## src/rtl/alu_uart_if.sv

```systemverilog
// alu_uart_if
// Glue between a byte-wide UART and a combinational ALU. Collects a
// three-byte frame (operand A, operand B, opcode), presents the operands
// and opcode to the ALU, captures the ALU result and hands it to the UART
// transmitter. Rejects unknown opcodes, aborts stalled frames after an
// inter-byte timeout and flags bytes that arrive while a result is in
// flight.
//
// Ports
//   i_clk, i_reset_n         clock, async active-low reset
//   i_rx_data, i_rx_done     received byte + one-cycle strobe
//   o_dato_a, o_dato_b       registered operands to ALU
//   o_op_code                registered opcode to ALU
//   i_resultado              combinational ALU result
//   o_tx_data, o_tx_start    byte + one-cycle start strobe to transmitter
//   i_tx_done                transmitter finished strobe
//   o_err_opcode             one-cycle pulse, invalid opcode rejected
//   o_err_timeout            one-cycle pulse, frame aborted by timeout
//   o_overrun                sticky, byte received while transmitting
//   o_busy                   high whenever a frame is in progress
//
// state  | meaning
// -------+------------------------------------------------------------
// S_A    | idle, waiting for operand A
// S_B    | waiting for operand B (timeout armed)
// S_OP   | waiting for opcode (timeout armed)
// S_EXEC | one cycle: capture ALU result, launch transmission
// S_TX   | waiting for transmitter to finish
module alu_uart_if #(
   parameter int OPERAND_SIZE   = 8,
   parameter int OP_CODE_SIZE   = 6,
   parameter int TIMEOUT_CYCLES = 100000
) (
   input  logic                    i_clk,
   input  logic                    i_reset_n,
   input  logic [OPERAND_SIZE-1:0] i_rx_data,
   input  logic                    i_rx_done,
   output logic [OPERAND_SIZE-1:0] o_dato_a,
   output logic [OPERAND_SIZE-1:0] o_dato_b,
   output logic [OP_CODE_SIZE-1:0] o_op_code,
   input  logic [OPERAND_SIZE-1:0] i_resultado,
   output logic [OPERAND_SIZE-1:0] o_tx_data,
   output logic                    o_tx_start,
   input  logic                    i_tx_done,
   output logic                    o_err_opcode,
   output logic                    o_err_timeout,
   output logic                    o_overrun,
   output logic                    o_busy
);

   localparam int CNT_W = (TIMEOUT_CYCLES > 2) ? $clog2(TIMEOUT_CYCLES) : 1;
   localparam logic [CNT_W-1:0] CNT_LAST = CNT_W'(TIMEOUT_CYCLES - 1);

   localparam logic [OP_CODE_SIZE-1:0] OP_ADD = OP_CODE_SIZE'(32'h20);
   localparam logic [OP_CODE_SIZE-1:0] OP_SUB = OP_CODE_SIZE'(32'h22);
   localparam logic [OP_CODE_SIZE-1:0] OP_AND = OP_CODE_SIZE'(32'h24);
   localparam logic [OP_CODE_SIZE-1:0] OP_OR  = OP_CODE_SIZE'(32'h25);
   localparam logic [OP_CODE_SIZE-1:0] OP_XOR = OP_CODE_SIZE'(32'h26);
   localparam logic [OP_CODE_SIZE-1:0] OP_SRA = OP_CODE_SIZE'(32'h03);
   localparam logic [OP_CODE_SIZE-1:0] OP_SRL = OP_CODE_SIZE'(32'h02);
   localparam logic [OP_CODE_SIZE-1:0] OP_NOR = OP_CODE_SIZE'(32'h27);
   localparam logic [OP_CODE_SIZE-1:0] OP_RST = OP_CODE_SIZE'(32'h00);

   typedef enum logic [2:0] {
      S_A    = 3'd0,
      S_B    = 3'd1,
      S_OP   = 3'd2,
      S_EXEC = 3'd3,
      S_TX   = 3'd4
   } state_t;

   state_t                  state_q, state_d;
   logic [OPERAND_SIZE-1:0] dato_a_q, dato_a_d;
   logic [OPERAND_SIZE-1:0] dato_b_q, dato_b_d;
   logic [OP_CODE_SIZE-1:0] op_code_q, op_code_d;
   logic [OPERAND_SIZE-1:0] tx_data_q, tx_data_d;
   logic                    tx_start_q, tx_start_d;
   logic                    err_opcode_q, err_opcode_d;
   logic                    err_timeout_q, err_timeout_d;
   logic                    overrun_q, overrun_d;
   logic [CNT_W-1:0]        cnt_q, cnt_d;

   logic [OP_CODE_SIZE-1:0] rx_op;
   logic                    op_valid;
   logic                    cnt_expired;

   // Bits of the received byte above the opcode field are ignored.
   assign rx_op       = i_rx_data[OP_CODE_SIZE-1:0];
   assign cnt_expired = (cnt_q == CNT_LAST);

   always_comb begin
      op_valid = 1'b0;
      case (rx_op)
         OP_ADD, OP_SUB, OP_AND, OP_OR, OP_XOR,
         OP_SRA, OP_SRL, OP_NOR, OP_RST: op_valid = 1'b1;
         default:                        op_valid = 1'b0;
      endcase
   end

   always_ff @(posedge i_clk or negedge i_reset_n) begin
      if (!i_reset_n) begin
         state_q       <= S_A;
         dato_a_q      <= '0;
         dato_b_q      <= '0;
         op_code_q     <= '0;
         tx_data_q     <= '0;
         tx_start_q    <= 1'b0;
         err_opcode_q  <= 1'b0;
         err_timeout_q <= 1'b0;
         overrun_q     <= 1'b0;
         cnt_q         <= '0;
      end else begin
         state_q       <= state_d;
         dato_a_q      <= dato_a_d;
         dato_b_q      <= dato_b_d;
         op_code_q     <= op_code_d;
         tx_data_q     <= tx_data_d;
         tx_start_q    <= tx_start_d;
         err_opcode_q  <= err_opcode_d;
         err_timeout_q <= err_timeout_d;
         overrun_q     <= overrun_d;
         cnt_q         <= cnt_d;
      end
   end

   always_comb begin
      state_d       = state_q;
      dato_a_d      = dato_a_q;
      dato_b_d      = dato_b_q;
      op_code_d     = op_code_q;
      tx_data_d     = tx_data_q;
      tx_start_d    = 1'b0;
      err_opcode_d  = 1'b0;
      err_timeout_d = 1'b0;
      overrun_d     = overrun_q;
      cnt_d         = cnt_q;

      case (state_q)
         S_A: begin
            cnt_d = '0;
            if (i_rx_done) begin
               dato_a_d = i_rx_data;
               state_d  = S_B;
            end
         end

         // A byte arriving on the expiry cycle wins over the timeout.
         S_B: begin
            if (i_rx_done) begin
               dato_b_d = i_rx_data;
               cnt_d    = '0;
               state_d  = S_OP;
            end else if (cnt_expired) begin
               cnt_d         = '0;
               err_timeout_d = 1'b1;
               state_d       = S_A;
            end else begin
               cnt_d = cnt_q + CNT_W'(1);
            end
         end

         S_OP: begin
            if (i_rx_done) begin
               cnt_d = '0;
               if (op_valid) begin
                  op_code_d = rx_op;
                  state_d   = S_EXEC;
               end else begin
                  err_opcode_d = 1'b1;
                  state_d      = S_A;
               end
            end else if (cnt_expired) begin
               cnt_d         = '0;
               err_timeout_d = 1'b1;
               state_d       = S_A;
            end else begin
               cnt_d = cnt_q + CNT_W'(1);
            end
         end

         // Operands and opcode are already registered, so the ALU result
         // is settled during this single cycle.
         S_EXEC: begin
            tx_data_d  = i_resultado;
            tx_start_d = 1'b1;
            state_d    = S_TX;
            if (i_rx_done) begin
               overrun_d = 1'b1;
            end
         end

         S_TX: begin
            if (i_rx_done) begin
               overrun_d = 1'b1;
            end
            if (i_tx_done) begin
               state_d = S_A;
            end
         end

         default: begin
            cnt_d   = '0;
            state_d = S_A;
         end
      endcase
   end

   assign o_dato_a      = dato_a_q;
   assign o_dato_b      = dato_b_q;
   assign o_op_code     = op_code_q;
   assign o_tx_data     = tx_data_q;
   assign o_tx_start    = tx_start_q;
   assign o_err_opcode  = err_opcode_q;
   assign o_err_timeout = err_timeout_q;
   assign o_overrun     = overrun_q;
   assign o_busy        = (state_q != S_A);

endmodule
```

## config.mk

```make
export PLATFORM = sky130hd
export DESIGN_NAME = alu_uart_if
export DESIGN_NICKNAME = d
export VERILOG_FILES = /design/src/rtl/alu_uart_if.sv
export SDC_FILE = /design/constraint.sdc
export NUM_CORES = 1
export LEC_CHECK = 0
export ABC_AREA = 1
export ABC_CLOCK_PERIOD_IN_PS = 1600
export CAP_MARGIN = 0
export CORE_ASPECT_RATIO = 1.2
export CORE_MARGIN = 1.5
export CORE_UTILIZATION = 50
export CTS_CLUSTER_DIAMETER = 80
export DETAILED_ROUTE_END_ITERATION = 10
export HOLD_SLACK_MARGIN = 0.03
export PLACE_DENSITY = 0.81
export SLEW_MARGIN = 0
export SYNTH_ARGS = -nofsm -noshare
export SYNTH_HDL_FRONTEND = slang
export SYNTH_SLANG_ARGS = --single-unit
```

## constraint.sdc

```tcl
create_clock -name i_clk -period 1.6 [get_ports i_clk]
set_input_delay 0.32 -clock i_clk [delete_from_list [all_inputs] [get_ports i_clk]]
set_output_delay 0.32 -clock i_clk [all_outputs]
set_load 0.01 [all_outputs]
```

## After elaboration in Yosys (flattened, before gate mapping)

Cells that the tools add are included.
W data, S select, Z words.

- Register bits: 54
- Input port bits: 20
- Output and inout port bits: 35

- Add/sub/neg operators: 1
- Equality and inequality tests: 15
- Mux-type cells: 18
- Reductions and logical operators: 11

Operator list:

| operator | number |
|---|---|
| $eq A6 B6 Y1 const B | 6 |
| $mux W17 | 2 |
| $pmux W17 S2 | 1 |
| $add A17 B1 Y17 const B | 1 |
| $eq A17 B17 Y1 const B | 1 |
| $mux W3 | 5 |
| $pmux W3 S5 | 1 |
| $eq A6 B2 Y1 const B | 2 |
| $reduce_or A9 Y1 | 1 |
| $mux W1 | 8 |
| $reduce_and A2 Y1 | 4 |
| $eq A3 B2 Y1 const B | 2 |
| $logic_not A6 Y1 | 1 |
| $ne A2 B2 Y1 const B | 2 |
| $reduce_or A2 Y1 | 2 |
| $eq A3 B1 Y1 const B | 1 |
| $eq A3 B3 Y1 const B | 1 |
| $logic_not A3 Y1 | 1 |
| $reduce_and A3 Y1 | 1 |
| $reduce_bool A3 Y1 | 1 |
| $mux W2 | 1 |

## Longest topological paths before layout

- Word-level depth: 6
- Depth in mapped cells: 10

## Worst setup path after synthesis

No wires, ideal clock.

- Path type: reg-to-reg
- Start: register cnt_q[1]
- End: register cnt_q[12]
- Setup time: 119 ps
- Arrival time: 1301 ps
- Required time: 1481 ps
- Path slack: 181 ps
- Cell stages (with the launch flop): 11
- Period minus slack after synthesis: 1419 ps
- Path through: dfrtp_1 > ha_1 > nand2_1 > nor2_4 > nand2_1 > nor2_1 > nand2_1 > nand2_1 > nand2_2 > o21ai_1 > nor2_1

- Cells in the longest elaborated chain, start to end: 4
- Elaborated cells on any way between the ends: 5
- Classes of those cells: add/sub: 1; eq/ne: 1; mux: 3

RTL lines:

| element | line | source |
|---|---|---|
| start, declared | 81 | `logic [CNT_W-1:0] cnt_q, cnt_d;` |
| start signal, assigned | 122 | `cnt_q <= cnt_d;` |
| $add A17 B1 Y17 or $eq A17 B17 Y1 (tied branches) | 158, 177, 89 |  |
| $mux W17 * | 153, 172 |  |
| $mux W17 * | 149 | `if (i_rx_done) begin` |
| $pmux W17 S2 * | 138 | `case (state_q)` |

Every way passes the cells marked *; elsewhere a longest branch is shown, timed or not.
A chain may end at the register's enable or synchronous reset.

## Worst setup path in the final report

- Start: register op_code_q[4] (netlist: o_op_code[4])
- End: output port o_op_code[4]

RTL lines:

| element | line | source |
|---|---|---|
| start, declared | 75 | `logic [OP_CODE_SIZE-1:0] op_code_q, op_code_d;` |
| start signal, assigned | 116 | `op_code_q <= op_code_d;` |
| end, declared | 40 | `output logic [OP_CODE_SIZE-1:0] o_op_code,` |

No word-level cell between the ends.

==> impl_metrics.csv <==
group,metric,value,unit
run_status,outcome,"finished clean",
power,pwr-share-clk,0.176,
routing,firstDrtPassIters,4,
sta,timing.hold.ws,0.460,ns
die,ioPinCount,55,
critical_path,slowest_stage,"clkdlybuf4s50_1",
final_layout,diodes,0,
final_layout,final_area,3550,sq um
yosys,yosysWarnings,0,
sta,tns,0,ns
global_route,gr-usage-met2,0.429,
routing,final_antenna_net_count,0,
critical_path,critPathMaxFanout,2,
sta,setup_ws,0.0253,ns
sta,post-route-period-util,0.984,
critical_path,path_cells,"clkdlybuf4s50_1",
power,seqPwrFrac,0.396,
yosys,synthCells,322,
power,swShare,0.353,
die,start_util,0.514,
sta,clock_skew,0.00676,ns
sta,clock.fmax,0.635,GHz
global_route,grt_pass1_vias,2279,
cts,tritoncts,"yes",
global_route,grt_util_met1,0.290,
routing,vias_per_cell,5.15,
sta,relSlewSlack,0.729,
flow_run,drv_cap,0,
critical_path,cp.required,1.28,ns
yosys,muxShareOfSynthArea,0,
cts,clkTransAtPathRegs,0.10,ns
routing,wl_per_cell,13.7,microns
sta,hold_viol_final,0,
routing,drt_iter0_markers,110,
yosys,ys_seq_area_frac,0.537,
yosys,yosys.area_share.adder,0.00497,
yosys,synthTopCellsByArea,"dfrtp_1 (54%), nand2_1 (15%), nor2_1 (7.3%)",
placed_design,dp_slack,-0.106,ns
critical_path,crit_family,"buffers and inverters",
yosys,avgSynthCellArea,7.82,sq um
cts,clock-sinks,54,
sta,finalMaxSlewViolations,0,
power,max-vdd-ir-drop,1150,uV
die,fp.coreArea,4900,sq um
critical_path,cp-start-kind,"flip-flop",
yosys,synth_top_cell_by_area,"dfrtp_1",
power,p_sw,0.00184,W
routing,route.detailed.drc,0,
cts,ctsHtreeMaxLevel,2,
yosys,synth_compound_area_frac,0.0750,
placed_design,dp_cells,457,
routing,wl,6.41,mm
critical_path,cp-end-kind,"output pin",
yosys,synth_top_area_share,0.537,
die,dieArea,5470,sq um
power,power_density,1470,nW/um^2
yosys,ys_types,26,
cts,cts_buffers,5,
cts,cts_max_path_buffers,2,
power,internal_power,0.00337,W
placed_design,port-buffer-count,54,
min_path,hp-class,"in -> async",
placed_design,gp_congestion,0.931,
sta,fin_crit,1.57,ns
sta,rsz0062_at_grt,"true",
global_route,antenna_found_initial,0,
critical_path,worst-setup-path-type,"reg -> out",
critical_path,crit_buf_inv,1,
sta,setup_violations,0,
routing,vias,2406,
die,die_w,67.8,microns
yosys,syn-cell-area,2520,sq um
yosys,synth_simple_gate_area_frac,0.305,
global_route,globalRoute.busiestLayer,"met2",
global_route,use_met3,0.0582,
sta,tightest_slew,0.407,ns
placed_design,place_area,3330,sq um
power,leakagePower,1.66,nW
final_layout,layout.nets,427,
yosys,ys_ff_latch,54,
final_layout,syn_to_final_growth,40.8,%
global_route,grt_max_degree,22,
power,p_comb_frac,0.428,
die,fp-row-count,28,
yosys,synth.net_count,343,
final_layout,final_cells,467,
cts,cts-root-buf,"clkbuf_8",
yosys,synth_top_family_by_area,"simple AND/OR/NAND/NOR gates",
cts,insertion_delay,0.31,ns
global_route,grtUsageTotal,0.243,
critical_path,cp_data_arrival_time,1.25,ns
critical_path,critPathMaxStageDelay,0.56,ns
global_route,grt_first_pass_wirelength,10.1,mm
yosys,synth_xor_area_frac,0.0139,
global_route,grt-ovfl-total,0,
die,die_h,80.8,microns
placed_design,post-dp-hpwl,4.60,mm
final_layout,drive_gt1_frac,0.147,
-- power by group through the flow --
| stage | Sequential (W) | Clock, W | Combinational [W] |
|---|---|---|---|
| 6_report | 0.00206 | 0.000918 | 0.00223 |
| 5_1_grt | 0.00211 | 0.000975 | 0.00245 |
| 4_1_cts | 0.00204 | 0.000932 | 0.00220 |
| 3_5_place_dp | 0.00205 | 0 | 0.00219 |
| 3_3_place_gp | 0.00205 | 0 | 0.00213 |
| 2_1_floorplan | 0.00221 | 0 | 0.000773 |
-- repair_timing --
action,CTS,global route
pin swaps,2,7
endpoints found under the hold margin,13,0
buffers inserted,0,1
hold buffers,1,0
resized for setup,6,21
setup endpoints to repair,7,15
-- cell families after synthesis --
kind of cell | count (synthesis)
adder cells (fa/ha/maj) | 1
buffers and inverters | 42
AND/OR/NAND/NOR | 185
AO/OA/AOI/OAI | 36
flip-flops | 54
XOR/XNOR | 4
-- final timing paths --
kind	start	to	slack (ns)	cells after the start
max	o_op_code[4]$_DFFE_PN0P_	o_op_code[4]	0.03	1
min	i_reset_n	cnt_q[14]$_DFFE_PN0P_	0.46	2
max reg2reg	cnt_q[1]$_DFFE_PN0P_	cnt_q[3]$_DFFE_PN0P_	0.05	10
min reg2reg	o_tx_data[4]$_DFFE_PN0P_	o_tx_data[4]$_DFFE_PN0P_	0.49	2
max in group asynchronous	i_reset_n	state_q[0]$_DFFE_PN0P_	0.68	3
min in group i_clk	o_tx_data[4]$_DFFE_PN0P_	o_tx_data[4]$_DFFE_PN0P_	0.49	2
-- synth_stat cells --
| master | instances |
|---|---|
| o21bai_1 | 1 |
| nand3_1 | 16 |
| dfrtp_1 | 54 |
| o21ai_0 | 26 |
| inv_1 | 33 |
| nor2_1 | 49 |
| nor2_4 | 1 |
| ha_1 | 1 |
| a21oi_1 | 4 |
| nand2_2 | 2 |
| o22ai_1 | 1 |
| nand2_1 | 102 |
| nand2_4 | 1 |
| clkbuf_1 | 1 |
| o211ai_1 | 1 |
| nor2_2 | 2 |
| clkinv_1 | 1 |
| buf_2 | 5 |
| o21ai_1 | 2 |
| xor2_1 | 4 |
| nand3b_1 | 1 |
| nand4_1 | 7 |
| inv_2 | 2 |
| a21o_1 | 1 |
| nor3_1 | 3 |
| or2_2 | 1 |
-- routing by layer --
metal / wire, microns / vias to the layer above
li1: - / 1178
met1: 2550 / 1144
met2: 3360 / 68
met3: 335 / 16
met4: 163 / 0
met5: 0 / -
-- worst reg2reg max path: stages (launching register included) --
cell     delay (ns)
dfrtp_1        0.38
ha_2           0.20
nand2_2        0.07
nor2_4         0.15
nand2_2        0.10
nor2_4         0.12
nand2_4        0.08
nand2_4        0.09
nand2_4        0.08
inv_2          0.11
nor2_1         0.06
-- layout make-up --
type | count | area [sq um]
clock buffers | 6 | 72.6
clock inverters | 2 | 37.5
fillers | 379 | 1360
inverters | 36 | 135
multi-input cells | 226 | 1080
flip-flops and latches | 54 | 1350
well taps | 60 | 75.1
repair buffers | 83 | 788
-- cell usage in the layout (no fill, tap or decap), types with 2 or more instances in the layout --
cell type        count
nand2_4              4
buf_4               24
nor3_1               3
nand2_1             98
clkbuf_8             5
o21ai_0             25
nor2_2               3
nor2_4               4
nand2_2              3
nand3_1             12
buf_6                2
nand3_2              3
xor2_1               4
nor2_1              45
a21oi_1              4
dfrtp_1             52
inv_1               33
inv_2                2
nand4_1              7
dfrtp_2              2
o21ai_1              3
clkdlybuf4s50_1     52
buf_12               2
-- flip-flops by register name, summed over array words and instances (netlist names) --
signal         count
o_dato_a           8
o_err_timeout      1
state_q            3
o_op_code          6
o_overrun          1
o_tx_data          8
o_err_opcode       1
cnt_q             17
o_dato_b           8
o_tx_start         1
-- stage by stage --
stage | utilization | total power [W]
floorplan | - | 0.00298
global placement | 0.679 | 0.00418
detailed placement | 0.679 | 0.00424
CTS | 0.706 | 0.00517
global route | 0.723 | 0.00553
finish | 0.723 | 0.00521
Power figures use the tool's default switching activity.
